--- config.mk ---
export PLATFORM = sky130hd
export DESIGN_NAME = alb_ctl
export DESIGN_NICKNAME = d
export VERILOG_FILES = /design/src/rtl/alb_ctl.sv
export SDC_FILE = /design/constraint.sdc
export NUM_CORES = 1
export LEC_CHECK = 0
export ABC_AREA = 0
export CORE_MARGIN = 4
export CORE_UTILIZATION = 50
export CTS_BUF_LIST = sky130_fd_sc_hd__clkbuf_2
export DETAILED_ROUTE_END_ITERATION = 12
export PLACE_DENSITY = 0.81
export RECOVER_POWER = 100
export SLEW_MARGIN = 20
export SYNTH_ARGS = -nofsm -noshare
export SYNTH_HDL_FRONTEND = slang
export SYNTH_SLANG_ARGS = --single-unit
--- constraint.sdc ---
create_clock -name CLK -period 2.5 [get_ports CLK]
set_input_delay 0.25 -clock CLK [delete_from_list [all_inputs] [get_ports CLK]]
set_output_delay 0.25 -clock CLK [all_outputs]
set_load 0.02 [all_outputs]
--- src/rtl/alb_ctl.sv ---
`default_nettype none
// ============================================================================
// Module   : alb_ctl
// Purpose  : Sequencing controller for an external arithmetic/logic block
//            (ALB). Owns a 4 x 10-bit register file and a {C,V,N,Z} flag
//            register, and steps each instruction through
//            IDLE -> LOAD -> EXEC -> WB -> IDLE.
// Ports    : CLK, RST            clock, asynchronous active-high reset
//            START, INSTR        instruction issue {OP,RD,RA,RB,USE_C}
//            BUSY, DONE          in-flight indication, writeback pulse
//            WE, WADDR, WDATA    external register write (IDLE only)
//            RADDR, RDATA        combinational register read
//            ALB_A/B/CI/MI       registered operands and mode to the ALB
//            ALB_F/CO/VO/NO/ZO   combinational result from the ALB
//            FLAGS               registered {C,V,N,Z}
// Revision : 1.0 - initial release
// ============================================================================
module alb_ctl (
    input  logic       CLK,
    input  logic       RST,
    input  logic       START,
    input  logic [9:0] INSTR,
    output logic       BUSY,
    output logic       DONE,
    input  logic       WE,
    input  logic [1:0] WADDR,
    input  logic [9:0] WDATA,
    input  logic [1:0] RADDR,
    output logic [9:0] RDATA,
    output logic [9:0] ALB_A,
    output logic [9:0] ALB_B,
    output logic       ALB_CI,
    output logic [2:0] ALB_MI,
    input  logic [9:0] ALB_F,
    input  logic       ALB_CO,
    input  logic       ALB_VO,
    input  logic       ALB_NO,
    input  logic       ALB_ZO,
    output logic [3:0] FLAGS
);

    localparam logic [1:0] S_IDLE = 2'd0;
    localparam logic [1:0] S_LOAD = 2'd1;
    localparam logic [1:0] S_EXEC = 2'd2;
    localparam logic [1:0] S_WB   = 2'd3;

    localparam int C_FLAG_C = 3;

    logic [1:0] r_state;
    logic [9:0] r_instr;
    logic [9:0] r_regs [4];
    logic [9:0] r_res;
    logic [3:0] r_res_flags;
    logic [3:0] r_flags;
    logic [9:0] r_alb_a;
    logic [9:0] r_alb_b;
    logic       r_alb_ci;
    logic [2:0] r_alb_mi;
    logic       r_done;

    // Fields of the instruction captured in IDLE
    logic [2:0] w_op;
    logic [1:0] w_rd;
    logic [1:0] w_ra;
    logic [1:0] w_rb;
    logic       w_use_c;

    assign w_op    = r_instr[9:7];
    assign w_rd    = r_instr[6:5];
    assign w_ra    = r_instr[4:3];
    assign w_rb    = r_instr[2:1];
    assign w_use_c = r_instr[0];

    always_ff @(posedge CLK or posedge RST) begin
        if (RST) begin
            r_state     <= S_IDLE;
            r_instr     <= '0;
            r_res       <= '0;
            r_res_flags <= '0;
            r_flags     <= '0;
            r_alb_a     <= '0;
            r_alb_b     <= '0;
            r_alb_ci    <= 1'b0;
            r_alb_mi    <= '0;
            r_done      <= 1'b0;
            for (int i = 0; i < 4; i++) begin
                r_regs[i] <= '0;
            end
        end else begin
            // DONE is a single-cycle pulse; only WB re-arms it
            r_done <= 1'b0;
            case (r_state)
                S_IDLE: begin
                    // A write and a start on the same edge both land; the
                    // following LOAD therefore sees the freshly written value.
                    if (WE) begin
                        r_regs[WADDR] <= WDATA;
                    end
                    if (START) begin
                        r_instr <= INSTR;
                        r_state <= S_LOAD;
                    end
                end
                S_LOAD: begin
                    r_alb_a  <= r_regs[w_ra];
                    r_alb_b  <= r_regs[w_rb];
                    r_alb_mi <= w_op;
                    r_alb_ci <= w_use_c & r_flags[C_FLAG_C];
                    r_state  <= S_EXEC;
                end
                S_EXEC: begin
                    r_res       <= ALB_F;
                    r_res_flags <= {ALB_CO, ALB_VO, ALB_NO, ALB_ZO};
                    r_state     <= S_WB;
                end
                S_WB: begin
                    r_regs[w_rd] <= r_res;
                    r_flags      <= r_res_flags;
                    r_done       <= 1'b1;
                    r_state      <= S_IDLE;
                end
                default: begin
                    r_state <= S_IDLE;
                end
            endcase
        end
    end

    // BUSY decodes straight from the state register so it drops together
    // with the asynchronous reset.
    assign BUSY   = (r_state != S_IDLE);
    assign DONE   = r_done;
    assign RDATA  = r_regs[RADDR];
    assign ALB_A  = r_alb_a;
    assign ALB_B  = r_alb_b;
    assign ALB_CI = r_alb_ci;
    assign ALB_MI = r_alb_mi;
    assign FLAGS  = r_flags;

endmodule
`default_nettype wire

# Yosys cells after proc, flatten, opt, wreduce, memory -nomap -nowiden
# Cells that the tools add are included.
# totals
regBits	95
inputBits	42
# classes
n_lt_le_gt_ge	7
n_eq_ne	5
muxes	20
n_bitwise	6
reduce_logical	7
# op_table
operator	count
$bwmux 40	2
$mux 10	8
$pmux 40 s2	1
$bmux 10 s2	3
$demux 10 s2	2
$mux 40	1
$ge 3x3->1 const B	5
$not 2->3	5
$pmux 2 s4	1
$lt 3x1->1 const B	2
$eq 2x2->1 const B	2
$ne 2x2->1 const B	2
$reduce_and 2->1	2
$reduce_bool 2->1	2
$eq 2x1->1 const B	1
$logic_and 1x1->1	2
$logic_not 2->1	1
$mux 2	1
$and 1x1->1	1
$mux 1	1

# Longest topological paths before layout
# Gate-level depths: netlist (run 1).
# depth
word_depth	8
ltp_mapped	7

# Worst setup path after synthesis (run 1)
# Ideal clock, no wire load.
# synth_timing
kind	register -> register
from	register r_state[0]
to	register r_regs[30] (netlist name)
arrival_time_ps	1659
slack_ps	717
path_stages_with_launch	7
period_less_slack_ps	1783
path_cell_list	dfrtp_1 -> ha_1 -> buf_4 -> nor3_1 -> o21ba_2 -> buf_4 -> mux2_2
# synth_between
elab_chain_len	3
# synth_rtl
element	line_no	source
start, declared	49	logic [1:0] r_state;
start signal, assigned	76	r_state <= S_IDLE;
start signal, assigned	101	r_state <= S_LOAD;
start signal, assigned	109	r_state <= S_EXEC;
$eq 2x2->1 or $logic_not 2->1 (tied branches)	92	case (r_state)
$reduce_bool 2->1 (no source line) or $ne 2x2->1 (tied branches)	n/a	
$reduce_and 2->1 (no source line)	n/a	
end signal, assigned by index	117	r_regs[w_rd] <= r_res;
end, declared	51	logic [9:0] r_regs [4];
# Several ways; a longest one is shown, not always the timed one.
# A chain may end at the register's enable or synchronous reset.

# Final worst setup path (run 1)
# layout_timing
from	register r_regs[39] (netlist name)
to	output port RDATA[9]
# layout_between
elab_chain_len	3
# layout_rtl
element	line_no	source
$bmux 10 s2	133	assign RDATA = r_regs[RADDR];
$mux 10 (implied by the code) (2 in a row)	133	
end, declared	29	output logic [9:0] RDATA,
# No other way between the ends. The select of a mux whose other input is x is not followed.

==> results of run 1 <==
==> area by class of cell <==
type / instances / area (µm²)
clock inverters: 6 / 37.54
clock buffers: 10 / 50.05
fillers: 728 / 3470
well taps: 129 / 161.4
flip-flops and latches: 95 / 2377
repair buffers: 95 / 914.6
multi-input cells: 201 / 2377
inverters: 7 / 27.53
==> stage by stage <==
stage | cell area [µm²] | power (mW) | std cells
3_3_place_gp | 5916 | 5.846 | 527
2_1_floorplan | 4917 | 4.841 | 331
5_1_grt | 5946 | 6.854 | 543
4_1_cts | 6003 | 6.612 | 543
3_5_place_dp | 5916 | 5.982 | 527
6_report | 5946 | 6.438 | 543
==> state kept, by name, indices dropped and copies added (netlist names) <==
| name | count |
|---|---|
| r_regs | 40 |
| ALB_A | 10 |
| ALB_B | 10 |
| r_instr | 10 |
| r_res | 10 |
| FLAGS | 4 |
| r_res_flags | 4 |
| ALB_MI | 3 |
| r_state | 2 |
| ALB_CI | 1 |
| DONE | 1 |
==> power by group through the flow <==
| stage | clock network (mW) | registers, mW | logic [mW] |
|---|---|---|---|
| after floorplan | 0 | 2.63 | 2.21 |
| after global placement | 0 | 2.66 | 3.18 |
| after detailed placement | 0 | 2.72 | 3.26 |
| after CTS | 0.659 | 2.68 | 3.27 |
| after global routing | 0.715 | 2.78 | 3.36 |
| final | 0.637 | 2.68 | 3.12 |
==> critical path, stage by stage (launching register included) <==
cell,delay [ns]
sky130_fd_sc_hd__dfrtp_1,0.47
sky130_fd_sc_hd__mux4_2,0.47
sky130_fd_sc_hd__dlygate4sd3_1,0.66
==> layout by cell type (no fill, tap or decap), drive strengths merged, types with 2 or more instances in the layout <==
cell	count
nand2	11
a32o	27
clkinv	5
o2bb2ai	8
clkbuf	16
clkinvlp	2
a22o	4
nor2b	2
o21ba	3
buf	7
clkdlybuf4s50	45
nor2	3
inv	6
dfrtp	95
and3b	4
ha	4
dlygate4sd3	36
mux2	91
mux4	30
nor3b	3
o21ai	2
==> kinds of logic (layout without fill, tap and decap cells) <==
family                     after synthesis  count (layout)
muxes                                  122             122
AOI/OAI and AO/OA                       49              49
DFF                                     95              95
buffers and inverters                   35             118
and+or+nand+nor                         26              26
adders and majority gates                4               4
==> worst paths after layout <==
| kind | from | end | slack, ns | cells past startpoint |
|---|---|---|---|---|
| worst max-delay path | r_regs[39] | RDATA[9] | 0.10 | 2 |
| worst max register to register | r_state[1] | ALB_A[9] | 0.16 | 4 |
| worst min register to register | ALB_MI[1] | ALB_MI[1] | 0.53 | 1 |
| min in group asynchronous | RST | ALB_MI[2] | 0.31 | 2 |
| max in group asynchronous | RST | r_regs[29] | 0.65 | 3 |
| worst min-delay path | INSTR[9] | r_instr[9] | 0.29 | 2 |
==> Yosys cell counts, drive strengths merged, types with 2 or more instances <==
| master | n | area (µm²) |
|---|---|---|
| a22o | 4 | 35.03 |
| a32o | 27 | 270.3 |
| and3b | 4 | 35.03 |
| buf | 16 | 86.34 |
| clkbuf | 12 | 45.04 |
| dfrtp | 95 | 2377 |
| ha | 4 | 50.05 |
| inv | 7 | 26.28 |
| mux2 | 91 | 1025 |
| mux4 | 30 | 675.7 |
| nand2 | 11 | 43.80 |
| nor2 | 3 | 11.26 |
| nor2b | 2 | 12.51 |
| nor3b | 3 | 22.52 |
| o21ai | 2 | 10.01 |
| o21ba | 3 | 30.03 |
| o2bb2ai | 8 | 70.07 |
==> what timing repair did <==
action	4_1_cts	5_1_grt
endpoints found under the hold margin	0	0
hold buffers	0	0
endpoints found under the setup margin	0	1
resized for setup	0	1
==> layer usage <==
layer  up-vias  part of all wire  track usage
met2       124              0.49       0.3445
met5         -                 0            0
met4         0            0.0076      0.04749
li1       1449                 -            -
met1      1730              0.42       0.2949
met3         8             0.081      0.05238
==> results.cfg, run 1 <==
[logic_synthesis]
synth_seq_area_share = 0.4838
ys_ff_latch = 95
synth_xor_xnor_area_share = 0
synth.area.mux_share = 0.3481
post_synth_fa_ha_maj_area_fraction = 0.01019
yosys.area_share.simple = 0.02878
combinational_family_with_the_most_area_after_synthesis = multiplexers
ys_dominant_reg_cell = sky130_fd_sc_hd__dfrtp_1
ys.warnings.count = 0
synthesis.instances = 331
ys_types = 29
syn_area_per_cell_um2 = 14.84
mappedNetlistNets = 377
synth-edff-count = 0
synth_area_in_compound_gates = 0.09702
async_flop_share = 1.000
netlist_area_um2 = 4913

[global_routing]
initial_antenna_violation_count = 0
grt_pass1_vias = 3472
grt_pass1_wl_mm = 18.72
groute.usage.overall = 0.2136
grt_remaining_overflow = 0
grt_max_degree = 43

[clock_tree]
h-tree-depth = 3
postCtsSetupBuffers = 0
cts.clk_slew.worst_paths_ns = 0.27
root_buffer = sky130_fd_sc_hd__clkbuf_2
insertion_delay_ns = 0.55
longest_clk_path_bufs = 2
sinks_on_the_clock_net = 95
tritoncts.num_buffers = 9
cts_tree = done

[power_and_ir_drop]
p_int_mw = 3.939
power.switching_mw = 2.499
ir_worst_vdd_mv = 0.6953
power_per_cell_area_nw_per_um2 = 1083
share_seq_of_total_power = 0.417
power_switching_share = 0.3882
comb_power_share = 0.485
total_leakage_power_nw = 2.616
share_clk_of_total_power = 0.099

[die]
row_count = 35
initial_core_util = 0.5219
ioPinCount = 82
die-width_um = 107.1
fp.coreArea_um2 = 9415
die_h_um = 107.1
die_area_um2 = 11480

[critical_path]
setup.worst_path.start_class = register
cp_max_fo = 4
endpoint_kind = primary output
cp.required_ns = 2.25
crit_arrival_ns = 2.15
critical_path_class = reg -> out

[finish]
antenna-diode-count = 0
fin_nets = 455
layout.core_utilization = 0.6315
area_delta_synth_final_pct = 21.01
drive_above_1_share = 0.3623

[route]
vias_per_cell = 6.098
route.antenna.remaining_nets = 0
vias = 3311
postRouteWirelength_mm = 11.51
drt-initial-drc-count = 203
route.detailed.wl_per_inst_um = 21.20
drc = 0
drt_pre_antenna_iters = 4

[placed_design]
dpl_worst_slack_ns = 0.2403
gp_congestion = 0.8406
detailedPlacementHpwl_mm = 8.047
number_of_port_buffers = 81

[timing]
final_max_slew_viol_count = 0
fin_tns_setup_ns = 0
rsz_0062_raised_after_global_routing = false
max_clock_freq_mhz = 417.0
finalWorstPathRequiredPeriod_ns = 2.398
final.setup_skew_ns = 0.04227
setup_violations = 0
whs_ns = 0.2908
timing.slew.headroom = 0.2595
worst_pin_slew_ns = 1.109
fraction_of_the_cycle_the_final_worst_path_needs = 0.9592
setup_ws_ns = 0.1021
final-hold-violation-count = 0

[run]
max-cap-violations = 0

[outcome]
run_status = completed

[worst_hold_path]
worst_hold_path_type = in -> reg
Note: power is estimated with default switching activity, not from simulation.
==> run 2: changes to the inputs <==
Settings changed: CTS_BUF_LIST sky130_fd_sc_hd__clkbuf_2 to sky130_fd_sc_hd__clkbuf_4 sky130_fd_sc_hd__clkbuf_8.
==> run 2 against run 1 <==
Global-route usage barely moved. Non-clock buffer count did not move. Worst setup slack improved by 0.037 ns. Routed wire length fell by 0.27%. Clock power rose by 52%. Highest routed layer unchanged. Cell area rose by 1.8%. Critical endpoint unchanged. Critical path depth rose by 2. Combinational power barely moved. Register-to-register slack improved by 0.12 ns. Utilization rose by 1.1 points.
==> results.cfg, run 2 (synthesis gave the netlist of run 1 again) <==
[route]
drt-initial-drc-count = 245
route.antenna.remaining_nets = 0
route.detailed.wl_per_inst_um = 21.14
drc = 0
vias_per_cell = 6.087
vias = 3305
drt_pre_antenna_iters = 5
postRouteWirelength_mm = 11.48

[finish]
fin_nets = 455
registers.top_by_ff_count = r_regs
drive_above_1_share = 0.3696
area_delta_synth_final_pct = 23.20
layout.cells.most_common_list = sky130_fd_sc_hd__dfrtp_1, sky130_fd_sc_hd__mux2_2, sky130_fd_sc_hd__clkdlybuf4s50_1
antenna-diode-count = 0
layout.area.seq_um2 = 2377
multi_input_comb_area_um2 = 2375
filler_cell_count = 720
largest_reg_flops = 40
most_frequent_standard_cell_in_the_layout_excluding_fill_and_tap_cells = sky130_fd_sc_hd__dfrtp_1

[placed_design]
dpl_worst_slack_ns = 0.2403
detailedPlacementHpwl_mm = 8.047
number_of_port_buffers = 81
gp_congestion = 0.8406

[global_routing]
grt_pass1_vias = 3463
grt_max_degree = 43
initial_antenna_violation_count = 0
grt_remaining_overflow = 0
groute.usage.overall = 0.2135
grt_pass1_wl_mm = 18.75

[clock_tree]
insertion_delay_ns = 0.36
root_buffer = sky130_fd_sc_hd__clkbuf_8
post_cts_resize_count = 0
longest_clk_path_bufs = 2
h-tree-depth = 3
sinks_on_the_clock_net = 95
cts.clk_slew.worst_paths_ns = 0.09
postCtsSetupBuffers = 0
cts_tree = done
ctsHoldBuffers = 0
tritoncts.num_buffers = 9

[worst_hold_path]
min_delay_worst_endpoint = r_res_flags[3]
worstHoldPathCells = 2
hold_path.startpoint = ALB_CO
worst_hold_path_type = in -> reg

[power_and_ir_drop]
power.switching_mw = 2.527
power_per_cell_area_nw_per_um2 = 1119
ir_worst_vdd_mv = 0.6596
comb_power_share = 0.461
share_clk_of_total_power = 0.143
p_int_mw = 4.249
share_seq_of_total_power = 0.396
total_leakage_power_nw = 2.662
power_switching_share = 0.3729

[critical_path]
worst_path_max_delay_cell = sky130_fd_sc_hd__dlygate4sd3_1
cp.required_ns = 2.25
endpoint_kind = primary output
crit_arrival_ns = 2.11
critical_path_class = in -> out
worstPathBufferInverterCount = 3
r2r_start = r_state[0]
series_of_cell_instances_along_the_critical_path = clkdlybuf4s50_1, buf_12, mux4_2, dlygate4sd3_1
worst_path_dominant_cell_family = buffers and inverters
setup.reg_to_reg.worst_slack_ns = 0.28
setup.worst_path.start_class = primary input
timing.rr.end = r_regs[34]
slowest_delay_ns = 0.66
cp_max_fo = 10
worstRegToRegCells = 4

[timing]
finalWorstPathRequiredPeriod_ns = 2.361
setup_violations = 0
fraction_of_the_cycle_the_final_worst_path_needs = 0.9444
final_max_slew_viol_count = 0
final.setup_skew_ns = 0.01340
rsz_0062_raised_after_global_routing = false
setup_ws_ns = 0.1391
fin_tns_setup_ns = 0
timing.slew.headroom = 0.2779
worst_pin_slew_ns = 1.077
max_clock_freq_mhz = 423.6
final-hold-violation-count = 0

[die]
row_count = 35
die_h_um = 107.1
fp.coreArea_um2 = 9415
die-width_um = 107.1
die_area_um2 = 11480
ioPinCount = 82
initial_core_util = 0.5219

[outcome]
run_status = completed

[run]
max-cap-violations = 0
==> run 2: cell types whose count changed in the layout (fill, tap and decap cells not counted), moves of 2 or more <==
cell                              before  now
sky130_fd_sc_hd__dlygate4sd3_1        36   40
sky130_fd_sc_hd__clkinv_1              2    0
sky130_fd_sc_hd__clkbuf_8              0   11
sky130_fd_sc_hd__clkdlybuf4s50_1      45   41
sky130_fd_sc_hd__clkbuf_2             13    4
==> run 2: layout make-up <==
| cell class | instances | share of cell area |
|---|---|---|
| flip-flops and latches | 95 | 0.3927 |
| repair buffers | 95 | 0.1525 |
| multi-input cells | 201 | 0.3923 |
| inverters | 7 | 0.004547 |
| well taps | 129 | 0.02666 |
| clock inverters | 4 | 0.004961 |
| clock buffers | 12 | 0.02625 |
==> run 2: power groups by stage <==
stage	Clock [mW]	Combinational (mW)	Sequential, mW
floorplan	0	2.21	2.63
global placement	0	3.18	2.66
detailed placement	0	3.26	2.72
CTS	0.984	3.27	2.69
global route	1.04	3.37	2.78
finish	0.967	3.12	2.69
==> run 2: routing by layer <==
layer,wire (µm),track usage,vias to the layer above
met5,0,0,-
met4,110,0.04475,0
met3,962,0.05358,12
met2,5640,0.3432,119
met1,4764,0.2961,1721
li1,-,-,1453
==> run 2: how the worst max path moves through the flow <==
stage | start | endpoint | slack (ns) | depth (start not counted)
global placement | RADDR[0] | RDATA[6] | 0.25 | 4
floorplan | r_state[0] | r_regs[30] | 0.72 | 6
CTS | RADDR[0] | RDATA[6] | 0.24 | 4
detailed placement | RADDR[0] | RDATA[6] | 0.24 | 4
finish | RADDR[0] | RDATA[9] | 0.14 | 4
global route | RST | r_regs[29] | 0.1 | 3
==> run 2: per-stage QoR <==
stage	hold WS [ns]	total power, mW	util	cell area, µm²	cells
after floorplan	0.3363	4.841	-	4917	331
final	0.4922	6.775	0.6429	6053	543
after CTS	0.3190	6.942	0.6484	6105	543
after global routing	0.4879	7.193	0.6429	6053	543
after detailed placement	0.4936	5.982	0.6283	5916	527
after global placement	0.4829	5.846	0.6283	5916	527
